==> config.mk <==
export PLATFORM = sky130hd
export DESIGN_NAME = conv2_outread_flat
export DESIGN_NICKNAME = d
export VERILOG_FILES = /design/src/rtl/conv2_outread_if.sv /design/src/rtl/conv2_outread.sv /design/src/flat_wrapper.sv
export SDC_FILE = /design/constraint.sdc
export NUM_CORES = 1
export LEC_CHECK = 0
export CAP_MARGIN = 20
export CORE_ASPECT_RATIO = 1.75
export CORE_MARGIN = 10
export CORE_UTILIZATION = 30
export CTS_CLUSTER_SIZE = 16
export DETAILED_ROUTE_END_ITERATION = 16
export PLACE_DENSITY = 0.52
export SYNTH_ARGS = -nofsm -noshare
export SYNTH_HDL_FRONTEND = slang
export SYNTH_SLANG_ARGS = --single-unit
==> constraint.sdc <==
create_clock -name clk -period 24.9 [get_ports clk]
set_input_delay 4.98 -clock clk [delete_from_list [all_inputs] [get_ports clk]]
set_output_delay 4.98 -clock clk [all_outputs]
set_load 0.005 [all_outputs]
==> src/rtl/conv2_outread_if.sv <==
// rtl/conv2_outread_if.sv - conv2 result reader control, BRAM port-B and output stream bundle
interface conv2_outread_if #(
  parameter int ADDR_W = 11,
  parameter int DATA_W = 128
);
  logic              start;
  logic              busy;
  logic              done;
  logic              enb2;
  logic [ADDR_W-1:0] addrb2;
  logic [DATA_W-1:0] doutb2;
  logic              out_valid;
  logic              out_ready;
  logic [DATA_W-1:0] out_data;
  logic              out_last;

  modport master (
    input  start, doutb2, out_ready,
    output busy, done, enb2, addrb2, out_valid, out_data, out_last
  );

  modport slave (
    output start, doutb2, out_ready,
    input  busy, done, enb2, addrb2, out_valid, out_data, out_last
  );
endinterface

==> src/rtl/conv2_outread.sv <==
// rtl/conv2_outread.sv - streams conv2 result BRAM words 0..DEPTH-1 downstream
// Reads are credit-limited so every in-flight BRAM word always has a FIFO slot.
module conv2_outread #(
  parameter int DEPTH  = 1260,
  parameter int ADDR_W = 11,
  parameter int DATA_W = 128,
  parameter int RD_LAT = 2,
  parameter int FIFO_D = 4
) (
  input  logic             clk,
  input  logic             rst,
  conv2_outread_if.master  bus
);

  localparam logic [1:0] S_IDLE  = 2'd0;
  localparam logic [1:0] S_READ  = 2'd1;
  localparam logic [1:0] S_DRAIN = 2'd2;
  localparam logic [1:0] S_DONE  = 2'd3;

  // The output register is the FIFO head slot; the ring buffer holds the rest.
  localparam int BUF_D = FIFO_D - 1;
  localparam int PTR_W = (BUF_D > 1) ? $clog2(BUF_D) : 1;
  localparam int CNT_W = $clog2(FIFO_D + RD_LAT + 1) + 1;
  localparam logic [ADDR_W-1:0] LAST_ADDR = ADDR_W'(DEPTH - 1);

  logic [1:0]        state;
  logic [ADDR_W-1:0] rd_addr;
  logic [RD_LAT-1:0] sr_v;
  logic [RD_LAT-1:0] sr_l;

  logic [DATA_W-1:0] buf_data [BUF_D];
  logic [BUF_D-1:0]  buf_last;
  logic [PTR_W-1:0]  wr_ptr;
  logic [PTR_W-1:0]  rd_ptr;
  logic [CNT_W-1:0]  buf_cnt;

  logic              out_valid_q;
  logic              out_last_q;
  logic [DATA_W-1:0] out_data_q;

  logic [CNT_W-1:0]  inflight;
  logic [CNT_W-1:0]  used;
  logic              issue;
  logic              push;
  logic              push_last;
  logic              pop;
  logic              out_free;
  logic              buf_rd;
  logic              buf_wr;
  logic              last_pop;

  function automatic logic [PTR_W-1:0] ptr_inc(input logic [PTR_W-1:0] p);
    return (p == PTR_W'(BUF_D - 1)) ? '0 : p + 1'b1;
  endfunction

  always_comb begin
    inflight = '0;
    for (int i = 0; i < RD_LAT; i++) begin
      inflight = inflight + CNT_W'(sr_v[i]);
    end
  end

  assign used      = buf_cnt + CNT_W'(out_valid_q) + inflight;
  assign issue     = (state == S_READ) && (used < CNT_W'(FIFO_D));
  assign push      = sr_v[RD_LAT-1];
  assign push_last = sr_l[RD_LAT-1];
  assign pop       = out_valid_q && bus.out_ready;
  assign out_free  = !out_valid_q || pop;
  assign buf_rd    = out_free && (buf_cnt != '0);
  // A push bypasses the ring only when the head slot frees up and nothing is queued ahead.
  assign buf_wr    = push && !(out_free && (buf_cnt == '0));
  assign last_pop  = pop && out_last_q;

  always_ff @(posedge clk or posedge rst) begin
    if (rst) begin
      state   <= S_IDLE;
      rd_addr <= '0;
    end else begin
      case (state)
        S_IDLE: begin
          if (bus.start) begin
            state   <= S_READ;
            rd_addr <= '0;
          end
        end
        S_READ: begin
          if (issue) begin
            if (rd_addr == LAST_ADDR) begin
              state <= S_DRAIN;
            end else begin
              rd_addr <= rd_addr + 1'b1;
            end
          end
        end
        S_DRAIN: begin
          if (last_pop && (inflight == '0) && (buf_cnt == '0)) begin
            state <= S_DONE;
          end
        end
        default: state <= S_IDLE;
      endcase
    end
  end

  always_ff @(posedge clk or posedge rst) begin
    if (rst) begin
      sr_v <= '0;
      sr_l <= '0;
    end else begin
      sr_v[0] <= issue;
      sr_l[0] <= issue && (rd_addr == LAST_ADDR);
      for (int i = 1; i < RD_LAT; i++) begin
        sr_v[i] <= sr_v[i-1];
        sr_l[i] <= sr_l[i-1];
      end
    end
  end

  always_ff @(posedge clk) begin
    if (buf_wr) begin
      buf_data[wr_ptr] <= bus.doutb2;
    end
  end

  always_ff @(posedge clk or posedge rst) begin
    if (rst) begin
      buf_last <= '0;
      wr_ptr   <= '0;
      rd_ptr   <= '0;
      buf_cnt  <= '0;
    end else begin
      if (buf_wr) begin
        buf_last[wr_ptr] <= push_last;
        wr_ptr           <= ptr_inc(wr_ptr);
      end
      if (buf_rd) begin
        rd_ptr <= ptr_inc(rd_ptr);
      end
      case ({buf_wr, buf_rd})
        2'b10:   buf_cnt <= buf_cnt + 1'b1;
        2'b01:   buf_cnt <= buf_cnt - 1'b1;
        default: buf_cnt <= buf_cnt;
      endcase
    end
  end

  // Head slot only reloads when empty or being popped, so data holds under backpressure.
  always_ff @(posedge clk or posedge rst) begin
    if (rst) begin
      out_valid_q <= 1'b0;
      out_last_q  <= 1'b0;
      out_data_q  <= '0;
    end else if (out_free) begin
      if (buf_rd) begin
        out_valid_q <= 1'b1;
        out_data_q  <= buf_data[rd_ptr];
        out_last_q  <= buf_last[rd_ptr];
      end else if (push) begin
        out_valid_q <= 1'b1;
        out_data_q  <= bus.doutb2;
        out_last_q  <= push_last;
      end else begin
        out_valid_q <= 1'b0;
        out_last_q  <= 1'b0;
      end
    end
  end

  assert property (@(posedge clk) disable iff (rst)
    !(buf_wr && !buf_rd && (buf_cnt == CNT_W'(BUF_D))));

  assign bus.enb2      = issue;
  assign bus.addrb2    = rd_addr;
  assign bus.busy      = (state == S_READ) || (state == S_DRAIN);
  assign bus.done      = (state == S_DONE);
  assign bus.out_valid = out_valid_q;
  assign bus.out_data  = out_data_q;
  assign bus.out_last  = out_last_q;

endmodule

==> src/flat_wrapper.sv <==
// flat-port wrapper written by rule: the top's interface ports become plain ports
module conv2_outread_flat 
#(
  parameter int DEPTH  = 1260,
  parameter int ADDR_W = 11,
  parameter int DATA_W = 128,
  parameter int RD_LAT = 2,
  parameter int FIFO_D = 4
)
  (clk, rst, bus_start, bus_doutb2, bus_out_ready, bus_busy, bus_done, bus_enb2, bus_addrb2, bus_out_valid, bus_out_data, bus_out_last);
  conv2_outread_if #(.ADDR_W(ADDR_W), .DATA_W(DATA_W)) bus_i ();
  input  logic clk;
  input  logic rst;
  input wire logic [$bits(bus_i.start)-1:0] bus_start;
  input wire logic [$bits(bus_i.doutb2)-1:0] bus_doutb2;
  input wire logic [$bits(bus_i.out_ready)-1:0] bus_out_ready;
  output wire logic [$bits(bus_i.busy)-1:0] bus_busy;
  output wire logic [$bits(bus_i.done)-1:0] bus_done;
  output wire logic [$bits(bus_i.enb2)-1:0] bus_enb2;
  output wire logic [$bits(bus_i.addrb2)-1:0] bus_addrb2;
  output wire logic [$bits(bus_i.out_valid)-1:0] bus_out_valid;
  output wire logic [$bits(bus_i.out_data)-1:0] bus_out_data;
  output wire logic [$bits(bus_i.out_last)-1:0] bus_out_last;
  assign bus_i.start = bus_start;
  assign bus_i.doutb2 = bus_doutb2;
  assign bus_i.out_ready = bus_out_ready;
  assign bus_busy = bus_i.busy;
  assign bus_done = bus_i.done;
  assign bus_enb2 = bus_i.enb2;
  assign bus_addrb2 = bus_i.addrb2;
  assign bus_out_valid = bus_i.out_valid;
  assign bus_out_data = bus_i.out_data;
  assign bus_out_last = bus_i.out_last;
  conv2_outread #(.DEPTH(DEPTH), .ADDR_W(ADDR_W), .DATA_W(DATA_W), .RD_LAT(RD_LAT), .FIFO_D(FIFO_D)) u_core (.clk(clk), .rst(rst), .bus(bus_i));
endmodule
# Word-level counts from Yosys, hierarchy flattened
# Memory sizes are Yosys's and may differ from the RTL's.
# Cells that the tools add are included.
[word_totals]
regBits = 158
ram_bits = 384
output_inout_bits = 144
wordCells = 86
memories = 1
[memory_table]
columns = ["memory", "words", "word_bits", "rd", "rd_clocked_by_memory_dff", "write_ports", "line_no", "rtl"]
rows = [
  ["u_core.buf_data", 3, 128, 1, 0, 1, "conv2_outread.sv:31", "logic [DATA_W-1:0] buf_data [BUF_D];"],
]
[classes]
n_addsub = 8
n_lt_le_gt_ge = 4
eq_ne = 13
n_mux = 25
reduce_logical = 24
[op_table]
columns = ["operator", "n"]
rows = [
  ["2-to-1 mux 128 bit", 2],
  ["2-to-1 mux 11 bit", 3],
  ["case mux 11 bit (2 select lines)", 1],
  ["2-to-1 mux 2 bit", 6],
  ["adder 11 x 1 -> 11 bit, second input constant", 1],
  ["equality test 11 bit, second input constant", 1],
  ["equality test 2 bit, second input constant", 5],
  ["logical AND 1 bit", 10],
  ["zero test 4 bit", 2],
  ["2-to-1 mux 1 bit", 8],
  ["case mux 4 bit (2 select lines)", 1],
  ["AND reduction 4 bit", 2],
  ["less-than comparator 2 x 3 -> 1 bit, second input constant", 2],
  ["!= test 2 bit, second input constant", 3],
  ["case mux 2 bit (3 select lines)", 1],
  ["nonzero test 2 bit", 3],
  ["adder 2 x 1 -> 2 bit, second input constant", 2],
  ["adder 4 x 1 -> 4 bit", 1],
  ["adder 4 x 1 -> 4 bit, second input constant", 1],
  ["adder 4 bit", 1],
  ["equality test 2 x 1 -> 1 bit, second input constant", 2],
  ["less-than comparator 4 x 3 -> 1 bit, second input constant", 1],
  ["!= test 2 x 1 -> 1 bit, second input constant", 2],
  ["nonzero test 4 bit", 1],
  ["10 further kinds", 12],
]

# Depth between registers and ports, before layout
# Gate-level depths: netlist (run 1).
[depth]
ltp_word = 7
mapped_depth = 12

# Worst setup path before layout (run 1)
# OpenSTA, ideal clock, no wires.
[synth_path]
kind = "input -> register"
from = "input port bus_out_ready"
to = "register u_core.buf_last[2]"
arrival_time_ns = 16.056
t_required_ns = 24.787
path_slack_ns = 8.731
cell_stages = 5
path_buffers = 0
cell_sequence = "nand2b_1 nand2_1 nand2_1 nor3b_1 mux2_2"
[synth_via]
elab_chain_cells = 5
[synth_lines]
columns = ["element", "line_no", "rtl"]
rows = [
  ["start, declared", "flat_wrapper.sv:16", "input wire logic [$bits(bus_i.out_ready)-1:0] bus_out_ready;"],
  ["logical AND 1 bit", "conv2_outread.sv:67", "assign pop = out_valid_q && bus.out_ready;"],
  ["logical OR 1 bit", "conv2_outread.sv:68", "assign out_free = !out_valid_q || pop;"],
  ["logical AND 1 bit", "conv2_outread.sv:71", "assign buf_wr = push && !(out_free && (buf_cnt == '0));"],
  ["zero test 1 bit", "conv2_outread.sv:71", ""],
  ["logical AND 1 bit", "conv2_outread.sv:71", ""],
  ["end signal, assigned by index", "conv2_outread.sv:133", "buf_last[wr_ptr] <= push_last;"],
  ["end, declared", "conv2_outread.sv:32", "logic [BUF_D-1:0] buf_last;"],
]
# No other way between the ends.
# A chain may end at the register's enable or synchronous reset.

# Worst setup path after layout (run 1)
[layout_path]
from = "register u_core.sr_v[1]"
to = "output port bus_enb2"
[layout_via]
elab_chain_cells = 4
[layout_lines]
columns = ["element", "line_no", "rtl"]
rows = [
  ["start, declared", "conv2_outread.sv:28", "logic [RD_LAT-1:0] sr_v;"],
  ["start signal, assigned by index", "conv2_outread.sv:113", "sr_v[i] <= sr_v[i-1];"],
  ["adder 1 x 1 -> 2 bit", "conv2_outread.sv:59", "inflight = inflight + CNT_W'(sr_v[i]);"],
  ["adder 4 bit", "conv2_outread.sv:63", "assign used = buf_cnt + CNT_W'(out_valid_q) + inflight;"],
  ["less-than comparator 4 x 3 -> 1 bit", "conv2_outread.sv:64", "assign issue = (state == S_READ) && (used < CNT_W'(FIFO_D));"],
  ["logical AND 1 bit", "conv2_outread.sv:64", ""],
  ["end, declared", "flat_wrapper.sv:19", "output wire logic [$bits(bus_i.enb2)-1:0] bus_enb2;"],
]
# No other way between the ends.

==> results of run 1 <==
==> how the worst min path moves through the flow <==
stage / from / endpoint / slack [ns] / depth (start not counted)
floorplan: u_core.sr_l[0] / u_core.sr_l[1] / 0.33 / 0
global placement: u_core.sr_l[0] / u_core.sr_l[1] / 0.34 / 0
detailed placement: u_core.sr_l[0] / u_core.sr_l[1] / 0.35 / 0
CTS: u_core.sr_l[0] / u_core.sr_l[1] / 0.37 / 0
global route: u_core.sr_l[0] / u_core.sr_l[1] / 0.37 / 0
finish: u_core.sr_l[0] / u_core.sr_l[1] / 0.36 / 0
==> registers in the layout, summed over array words and instances (netlist names) <==
name                  count
u_core.buf_cnt            4
u_core.buf_data         384
u_core.buf_last           3
u_core.bus.addrb2        11
u_core.bus.out_data     128
u_core.bus.out_last       1
u_core.bus.out_valid      1
u_core.rd_ptr             2
u_core.sr_l               2
u_core.sr_v               2
u_core.state              2
u_core.wr_ptr             2
==> report_power, final <==
| group | switching [µW] | internal (µW) | total, µW |
|---|---|---|---|
| Clock | 338 | 438 | 776 |
| Combinational | 456 | 443 | 899 |
| Sequential | 140 | 1190 | 1330 |
==> layout make-up <==
class / instances / area [µm²]
fill: 6731 / 44010
sequential: 542 / 15490
multi-input combinational: 766 / 5617
timing repair buffer: 289 / 2883
clock buffer: 66 / 1353
tap: 917 / 1147
clock inverter: 30 / 297.8
inverter: 11 / 60.06
antenna: 1 / 2.502
==> cell usage after synthesis (2+ instances only) <==
master | instances | share of area, %
nand2_1 | 144 | 2.5
nand2b_1 | 2 | 0.058
xor2_1 | 5 | 0.20
edfxtp_1 | 384 | 54
nand4_1 | 3 | 0.087
dfrtp_1 | 158 | 18
nand3b_1 | 2 | 0.070
o21ai_1 | 15 | 0.35
o211ai_1 | 130 | 4.5
ha_1 | 13 | 0.76
o21ai_0 | 117 | 2.7
nor3b_1 | 2 | 0.070
inv_1 | 9 | 0.16
mux2_2 | 5 | 0.26
nor2_1 | 11 | 0.19
nor2b_1 | 3 | 0.087
mux2_1 | 2 | 0.10
a221o_1 | 8 | 0.37
and2_1 | 4 | 0.12
nor3_1 | 7 | 0.16
a21oi_1 | 2 | 0.047
a31oi_1 | 2 | 0.058
clkbuf_1 | 33 | 0.58
a21o_1 | 2 | 0.070
nand3_1 | 6 | 0.14
and3_1 | 3 | 0.087
mux2i_1 | 259 | 12
a21oi_2 | 3 | 0.12
buf_1 | 9 | 0.16
buf_2 | 42 | 0.98
==> cell families (layout without fill, tap and decap cells) <==
logic type,Yosys count,count (layout),share of synthesized area (%)
flip-flops,542,542,72.00
AO/OA/AOI/OAI,285,285,8.547
multiplexers,267,267,12.49
AND/OR/NAND/NOR,195,195,3.962
buffers and inverters,97,396,1.996
adder cells (fa/ha/maj),13,13,0.7564
XOR/XNOR,6,6,0.2444
other,0,1,0
==> metrics by stage <==
stage | setup slack [ns] | utilization, % | hold slack [ns] | power [µW] | std cells
after floorplan | 8.731 | - | 0.3312 | 1839 | 1405
after global placement | 16.62 | 35.56 | 0.3370 | 2267 | 2525
after detailed placement | 16.64 | 35.56 | 0.3496 | 2282 | 2525
after CTS | 16.74 | 37.89 | 0.3650 | 3078 | 2621
after global routing | 16.61 | 37.89 | 0.3666 | 3202 | 2621
final | 16.81 | 37.89 | 0.3620 | 3010 | 2622
==> routing by layer <==
metal	GRT usage, %	wire, µm	part of all wire (%)	up-vias
met5	0	68	0.13	-
met4	3.835	1180	2.2	8
met3	3.139	2906	5.4	65
met2	22.45	27700	51	296
met1	14.72	22030	41	6290
li1	-	-	-	5860
==> layout by cell type (no fill, tap or decap), drive strengths merged, types with 3 or more instances in the layout <==
cell | netlist | layout
nand2 | 144 | 144
clkbuf | 33 | 66
mux2 | 8 | 8
a21oi | 6 | 6
o21ai | 132 | 132
nor2b | 3 | 3
nand3 | 6 | 6
dfrtp | 158 | 158
edfxtp | 384 | 384
o211ai | 130 | 130
buf | 53 | 14
mux2i | 259 | 259
a221o | 8 | 8
nor2 | 12 | 12
clkinv | 1 | 20
bufinv | 0 | 5
nand4 | 3 | 3
ha | 13 | 13
and3 | 3 | 3
nor3 | 7 | 7
xor2 | 5 | 5
clkdlybuf4s50 | 0 | 275
and2 | 4 | 4
inv | 10 | 14
==> critical path, cell delays in order (launching register included) <==
cell and delay (ns):
dfrtp_1 0.47, inv_1 0.09, ha_1 0.29, ha_1 0.27, a21o_1 0.16, a21oi_2 0.19
mux2_4 0.39, clkinv_2 0.13, clkdlybuf4s50_1 0.52
==> reports/results.txt, run 1 <==
Detail Route Antenna Nets -> 0
Later-pin clock latency in the skew report -> 0.60 ns
WL final -> 53890 µm
Ports -> 276
Tmin final -> 8.089 ns
CP max FO -> 10
Synth warnings -> 0
Die W -> 222.4 µm
PwrDens -> 112.1 nW/µm²
Total clock sinks -> 542
Max-slew violations -> 0
IO buf count -> 275
Number of DRC markers in iteration 0 -> 628
Cell Area, Synth -> 21510 µm²
Vias in the first global route -> 13510
Initial antenna violation count -> 4
DR DRC count -> 0
Unique cell type count in the Yosys netlist -> 50
Req. time, crit path -> 19.92 ns
Root buffer cell -> clkbuf_16
CP Class -> reg -> out
Worst VDD drop -> 0.00007060 V
Row count -> 129
Post-CTS setup buffer count -> 0
Cts hold-fix bufs -> 0
Startpoint types -> flop
Routed vias -> 12520
Fin. Hold Viols -> 0
Post-synth top flop -> edfxtp_1
Post-layout instance area -> 26850 µm²
Status -> completed
CTS tree -> built
Clock slew at reported path FFs -> 0.06 ns
Via density -> 4.775
Slew margin rel. -> 27.52%
Synthesis-stage register bit count -> 542
Total CTS buffers -> 51
CTS resizes -> 0
RR Startpoint -> u_core.rd_ptr[1]
H-tree levels -> 2
Number of flops mapped to enable cells by yosys -> 384
Crit. Startpoint -> u_core.sr_v[1]
Fin crit share -> 32.48%
Overall Global Routing Usage -> 12.66%
Syn Area/Cell -> 15.31 µm²
CP arrival -> 3.11 ns
Core ar. -> 70860 µm²
Number of cells on the worst reg-to-reg path -> 6
Cells after Synth -> 1405
Reg2reg end -> u_core.bus.out_data[10]
Remaining global-route overflow -> 0
Starting Density -> 30.35%
Leakage -> 0.01033 µW
Wire per inst -> 20.55 µm
Fmax -> 123.6 MHz
Tightest Pin Transition -> 1.087 ns
Placed inst area -> 25200 µm²
Sequential-to-total area share from yosys stat -> 72.00%
Layout cells sized above 1 -> 6.573%
Die ar. -> 83220 µm²
RSZ-0062 raised after global routing -> false
Clock Skew -> 0.01858 ns
Tightest Hold Check Type -> reg -> reg
Routability Congestion -> 0.7066
First-pass GRT wire length -> 83270 µm
R2r setup slk -> 21.76 ns
Die H -> 374.2 µm
Drt pass-1 iters -> 4
Final Net Count -> 1806
Setup violators final -> 0
Setup_tns -> 0 ns
Max-cap violation count -> 0
Pin count of the biggest net entering global routing -> 181
Worst Setup End Kind -> primary output
Net Count, Synth -> 1550
Post-DP HPWL -> 31810 µm
Area grow syn2layout -> 24.84%
FFs w/ async S/R, synth -> 29.15%
End of the critical path -> bus_enb2
Clk buf depth -> 3
(Power assumes the default switching activity.)
==> run 2, diff against run 1 <==
==> constraint.sdc (replaced) <==
create_clock -name clk -period 7.46 [get_ports clk]
set_input_delay 1.492 -clock clk [delete_from_list [all_inputs] [get_ports clk]]
set_output_delay 1.492 -clock clk [all_outputs]
set_load 0.005 [all_outputs]
==> run 2 against run 1 <==
  * Total power rose to 3.4 times the previous value
  * Critical path depth unchanged
  * Sequential share of layout area down 0.15 points
  * Die area unchanged
  * Global-route usage about the same
  * Core utilization up 0.10 points
  * First-iteration DRC count up 23%
  * Clock skew down 0.0034 ns
  * Sequential power rose to 3.3 times the previous value
  * Highest routed layer unchanged
  * Cell count unchanged
==> reports/results.txt, run 2 (synthesized netlist as in run 1, its figures left out) <==
Final Net Count -> 1812 (+0.33%)
Switching Power -> 3095 µW (+230%)
Later-pin clock latency in the skew report -> 0.60 ns (about the same)
Clock Skew -> 0.01515 ns (-0.003422 ns)
Root buffer cell -> clkbuf_16
Number of DRC markers in iteration 0 -> 771 (+23%)
Status -> completed
Ports -> 276 (unchanged)
Tmin final -> 4.650 ns
Wire per inst -> 20.51 µm (-0.22%)
Fin. Hold Viols -> 0 (unchanged)
Post-DP HPWL -> 32840 µm (+3.2%)
Die ar. -> 83220 µm² (unchanged)
CP bufs+invs -> 3 (unchanged)
First-pass GRT wire length -> 83400 µm (+0.16%)
Die W -> 222.4 µm (unchanged)
Clock slew at reported path FFs -> 0.06 ns (about the same)
Vias in the first global route -> 13520 (+0.089%)
Flop pwr share -> 43.8% (-0.5 points)
Setup violators final -> 0 (unchanged)
Worst path most repeated cell -> ha_1
Area grow syn2layout -> 25.17%
Startpoint types -> flop
CTS resizes -> 0 (unchanged)
Initial antenna violation count -> 2 (-2)
Tightest Hold Check Type -> reg -> reg
Fmax -> 215.1 MHz
Starting Density -> 30.35% (unchanged)
CTS tree -> built
CP max FO -> 10 (unchanged)
PwrDens -> 374.8 nW/µm² (+230%)
Leakage -> 0.01038 µW (+0.49%)
Routability Congestion -> 0.7528 (+6.5%)
Post-layout instance area -> 26920 µm² (+0.27%)
Placed inst area -> 25240 µm² (+0.18%)
Layout cells sized above 1 -> 6.686% (+0.11 points)
Clk buf depth -> 3 (unchanged)
Max-cap violation count -> 0 (unchanged)
Drt pass-1 iters -> 5 (+1)
Combinational share of power -> 30.1% (+0.2 points)
Layout fillers -> 6661 (-1.0%)
Internal power -> 6994 µW (+240%)
Row count -> 129 (unchanged)
Detail Route Antenna Nets -> 0 (unchanged)
Setup_tns -> 0 ns (unchanged)
Slew margin rel. -> 31.82% (+4.3 points)
Tightest Pin Transition -> 1.023 ns (-0.06447 ns)
DR DRC count -> 0 (unchanged)
Clock power frac -> 26.1% (+0.3 points)
Register area -> 15490 µm² (unchanged)
Switching share of total power -> 30.68% (-0.37 points)
Largest register by flop count -> u_core.buf_data
Max-slew violations -> 0 (unchanged)
Routed vias -> 12480 (-0.35%)
CP Class -> reg -> out
IO buf count -> 275 (unchanged)
Req. time, crit path -> 5.97 ns (-13.95 ns)
Remaining global-route overflow -> 0 (unchanged)
Crit-path slowest cell -> clkdlybuf4s50_1
Total CTS buffers -> 51 (unchanged)
Post-CTS setup buffer count -> 0 (unchanged)
Cts hold-fix bufs -> 0 (unchanged)
ANT cells -> 0 (-1)
Max reg flops -> 384 (unchanged)
Final Util -> 37.99% (+0.10 points)
H-tree levels -> 2 (unchanged)
Total power -> 10090 µW (+240%)
WL final -> 53770 µm (-0.22%)
Total clock sinks -> 542 (unchanged)
Overall Global Routing Usage -> 12.67% (about the same)
Max incr delay on CP -> 0.53 ns (about the same)
Worst-path cell chain -> inv_1 > ha_1 > ha_1 > a21o_1 > a21oi_2 > mux2_4 > clkinv_2 > clkdlybuf4s50_1
Fin crit share -> 62.33%
Area of the multi-input gates -> 5629 µm² (+0.22%)
Commonest cells after routing, fill and taps aside -> edfxtp_1 (384), clkdlybuf4s50_1 (275), mux2i_1 (259)
CP delay by family, top -> buffers and inverters
Worst VDD drop -> 0.0001641 V (+130%)
Via density -> 4.758 (-0.35%)
Pin count of the biggest net entering global routing -> 187 (+3.3%)
RSZ-0062 raised after global routing -> false
Core ar. -> 70860 µm² (unchanged)
Worst Setup End Kind -> primary output
Die H -> 374.2 µm (unchanged)
Most common cell after layout, fill and taps aside -> edfxtp_1
CP arrival -> 3.16 ns (+0.05 ns)
==> run 2: cell count changes in the layout (fill, tap and decap cells not counted), sizes merged <==
cell / previous run / this run
clkinv: 20 / 16
diode: 1 / 0
clkbuf: 66 / 68
buf: 14 / 20
clkinvlp: 2 / 0
bufinv: 5 / 6
inv: 14 / 12
==> run 2: final timing paths <==
| kind | startpoint | endpoint | slack, ns | cells past startpoint |
|---|---|---|---|---|
| min in group asynchronous | rst | u_core.bus.out_data[123] | 1.41 | 2 |
| worst max register to register | u_core.bus.out_valid | u_core.buf_data[2][43] | 4.60 | 6 |
| worst min-delay path | u_core.sr_l[0] | u_core.sr_l[1] | 0.35 | 0 |
| max in group asynchronous | rst | u_core.rd_ptr[0] | 4.48 | 3 |
| worst max-delay path | u_core.sr_v[1] | bus_enb2 | 2.81 | 8 |
| worst min register to register | u_core.sr_l[0] | u_core.sr_l[1] | 0.35 | 0 |
==> run 2: cell type report <==
class / count / share of cell area, %
clock buffer: 68 / 5.206
clock inverter: 23 / 1.032
inverter: 11 / 0.2231
multi-input combinational: 766 / 20.91
sequential: 542 / 57.54
tap: 917 / 4.262
timing repair buffer: 295 / 10.83
==> run 2: routing by layer <==
layer / track usage (%) / wire length [µm] / vias to the layer above
met2: 22.40 / 27590 / 289
li1: - / - / 5850
met3: 2.944 / 2684 / 76
met4: 4.155 / 1397 / 4
met5: 0 / 38 / -
met1: 14.79 / 22060 / 6256
==> run 2: through the flow <==
| step | hold slack [ns] | instances | setup WS, ns |
|---|---|---|---|
| finish | 0.3496 | 2622 | 2.810 |
| detailed placement | 0.3410 | 2531 | 2.969 |
| global route | 0.3677 | 2622 | 2.658 |
| CTS | 0.3550 | 2622 | 2.752 |
| floorplan | 0.3312 | 1405 | 1.583 |
| global placement | 0.3398 | 2531 | 3.021 |
==> run 2: power groups by stage <==
stage               Sequential (µW)  Clock [µW]  Combinational [µW]
detailed placement             4500           0                3120
CTS                            4440        2730                3140
floorplan                      4370           0                1720
global placement               4480           0                3090
global route                   4510        2840                3380
finish                         4420        2630                3040
==> run 3, diff against run 2 <==
--- a/config.mk
+++ b/config.mk
@@ -11,7 +11,7 @@
 export CORE_UTILIZATION = 30
 export CTS_CLUSTER_SIZE = 16
 export DETAILED_ROUTE_END_ITERATION = 16
-export PLACE_DENSITY = 0.52
+export PLACE_DENSITY = 0.53
 export SYNTH_ARGS = -nofsm -noshare
 export SYNTH_HDL_FRONTEND = slang
 export SYNTH_SLANG_ARGS = --single-unit
==> constraint.sdc (replaced) <==
create_clock -name clk -period 3.72 [get_ports clk]
set_input_delay 0.744 -clock clk [delete_from_list [all_inputs] [get_ports clk]]
set_output_delay 0.744 -clock clk [all_outputs]
set_load 0.005 [all_outputs]
==> run 3 against run 2 <==
  * Routed wire length decreased by 2.4%
  * Via count increased by 1.1%
  * Combinational power increased by 110%
  * Worst hold slack lost 0.0012 ns
==> reports/results.txt, run 3 (synthesized netlist as in run 1, its figures left out) <==
Worst-path cell chain -> inv_1 > ha_1 > ha_1 > a21o_1 > a21oi_2 > mux2_4 > clkinv_2 > dlymetal6s2s_1
CTS tree -> built
Ports -> 276 (unchanged)
Total CTS buffers -> 51 (unchanged)
Max reg flops -> 384 (unchanged)
Max-slew violations -> 0 (unchanged)
Fin crit share -> 86.54%
Die W -> 222.4 µm (unchanged)
Fmax -> 310.6 MHz
Area grow syn2layout -> 27.39%
Layout cells sized above 1 -> 8.469% (+1.8 points)
IO buf count -> 275 (unchanged)
Wire per inst -> 19.87 µm (-3.1%)
Pin count of the biggest net entering global routing -> 133 (-29%)
Later-pin clock latency in the skew report -> 0.59 ns (about the same)
Clock slew at reported path FFs -> 0.06 ns (about the same)
Worst VDD drop -> 0.0004629 V (+180%)
Worst path most repeated cell -> ha_1
Clock Skew -> 0.01681 ns (+0.001658 ns)
RSZ-0062 raised after global routing -> false
CP max FO -> 5 (-5)
Leakage -> 0.01059 µW (+2.1%)
DR DRC count -> 0 (unchanged)
Overall Global Routing Usage -> 12.43% (-0.24 points)
Remaining global-route overflow -> 0 (unchanged)
Tightest Pin Transition -> 0.8310 ns (-0.1916 ns)
Row count -> 129 (unchanged)
Die H -> 374.2 µm (unchanged)
Setup violators final -> 0 (unchanged)
Clk buf depth -> 3 (unchanged)
Worst Setup End Kind -> primary output
H-tree levels -> 2 (unchanged)
Root buffer cell -> clkbuf_16
Layout fillers -> 6620 (-0.62%)
CP Class -> reg -> out
WL final -> 52490 µm (-2.4%)
Number of DRC markers in iteration 0 -> 783 (+1.6%)
Routability Congestion -> 0.7549 (+0.28%)
CP arrival -> 2.48 ns (-0.68 ns)
Commonest cells after routing, fill and taps aside -> edfxtp_1 (384), clkdlybuf4s50_1 (274), mux2i_1 (259)
Slew margin rel. -> 44.48% (+13 points)
Register area -> 15490 µm² (unchanged)
Vias in the first global route -> 13900 (+2.8%)
CP bufs+invs -> 3 (unchanged)
Post-DP HPWL -> 32580 µm (-0.80%)
PwrDens -> 755.1 nW/µm² (+100%)
Die ar. -> 83220 µm² (unchanged)
Routed vias -> 12610 (+1.1%)
Most common cell after layout, fill and taps aside -> edfxtp_1
Total clock sinks -> 542 (unchanged)
Detail Route Antenna Nets -> 0 (unchanged)
Fin. Hold Viols -> 0 (unchanged)
Initial antenna violation count -> 5 (+3)
Final Util -> 38.66% (+0.67 points)
Via density -> 4.773 (+0.32%)
Tightest Hold Check Type -> reg -> reg
Starting Density -> 30.35% (unchanged)
Status -> completed
Tmin final -> 3.219 ns
Core ar. -> 70860 µm² (unchanged)
Max incr delay on CP -> 0.37 ns (-0.16 ns)
Final Net Count -> 1826 (+0.77%)
Startpoint types -> flop
Req. time, crit path -> 2.98 ns (-2.99 ns)
Crit-path slowest cell -> dfrtp_1
CP delay by family, top -> adder cells
First-pass GRT wire length -> 82900 µm (-0.60%)
Largest register by flop count -> u_core.buf_data
Total power -> 20690 µW (+110%)
Drt pass-1 iters -> 5 (unchanged)
Max-cap violation count -> 0 (unchanged)
Area of the multi-input gates -> 5652 µm² (+0.40%)
==> run 3: what timing repair did <==
action	4_1_cts	5_1_grt
pin swaps	0	1
gates resized for setup	0	1
endpoints found under the setup margin	1	1
hold buffers	0	0
setup buffers	1	1
hold endpoints to repair	0	0
==> run 3: layout make-up <==
cell class / count / area share [%]
diodes: 1 / 0.009134
clock buffers: 68 / 5.298
clock inverters: 28 / 1.366
inverters: 11 / 0.2101
multi-input cells: 766 / 20.63
flip-flops and latches: 542 / 56.54
well taps: 917 / 4.188
repair buffers: 309 / 11.76
==> run 3: power by group <==
group | internal, µW | total [µW] | switching, µW
combinational | 3110 | 6260 | 3150
clock | 3310 | 5620 | 2310
sequential | 7980 | 8810 | 828
==> run 3: metrics by stage <==
step / area, µm² / worst slack, ns / std cells / hold slack [ns] / setup TNS, ns
3_3_place_gp: 25550 / 0.6116 / 2543 / 0.3338 / 0
5_1_grt: 27390 / 0.3508 / 2641 / 0.3598 / 0
6_report: 27400 / 0.5009 / 2642 / 0.3484 / 0
2_1_floorplan: 21560 / -1.184 / 1405 / 0.3312 / -243.30
4_1_cts: 27380 / 0.02475 / 2640 / 0.3500 / 0
3_5_place_dp: 25550 / 0.6399 / 2543 / 0.3347 / 0
==> run 3: worst reg2reg max path, delay by kind of cell, from the launching register on <==
family,cells,cell delay [ns]
AO/OA/AOI/OAI,2,0.28
XOR/XNOR,1,0.16
adder cells (fa/ha/maj),1,0.27
flip-flops,1,0.47
AND/OR/NAND/NOR,5,1.34
==> run 3: worst paths after layout <==
path | from | end | slack (ns) | cells past startpoint
worst min-delay path | u_core.sr_l[0] | u_core.sr_l[1] | 0.35 | 0
worst max-delay path | u_core.sr_v[0] | bus_enb2 | 0.50 | 8
worst max register to register | u_core.buf_cnt[0] | u_core.buf_cnt[3] | 1.11 | 9
max in group asynchronous | rst | u_core.bus.out_data[67] | 2.29 | 3
worst min register to register | u_core.sr_l[0] | u_core.sr_l[1] | 0.35 | 0
min in group asynchronous | rst | u_core.bus.out_data[102] | 0.63 | 2
==> run 3: per-layer routing <==
metal,vias up,routed length [µm],track usage (%)
li1,5899,-,-
met1,6354,21740,14.61
met2,277,26850,22.02
met3,73,2708,2.881
met4,8,1137,3.759
met5,-,56,0
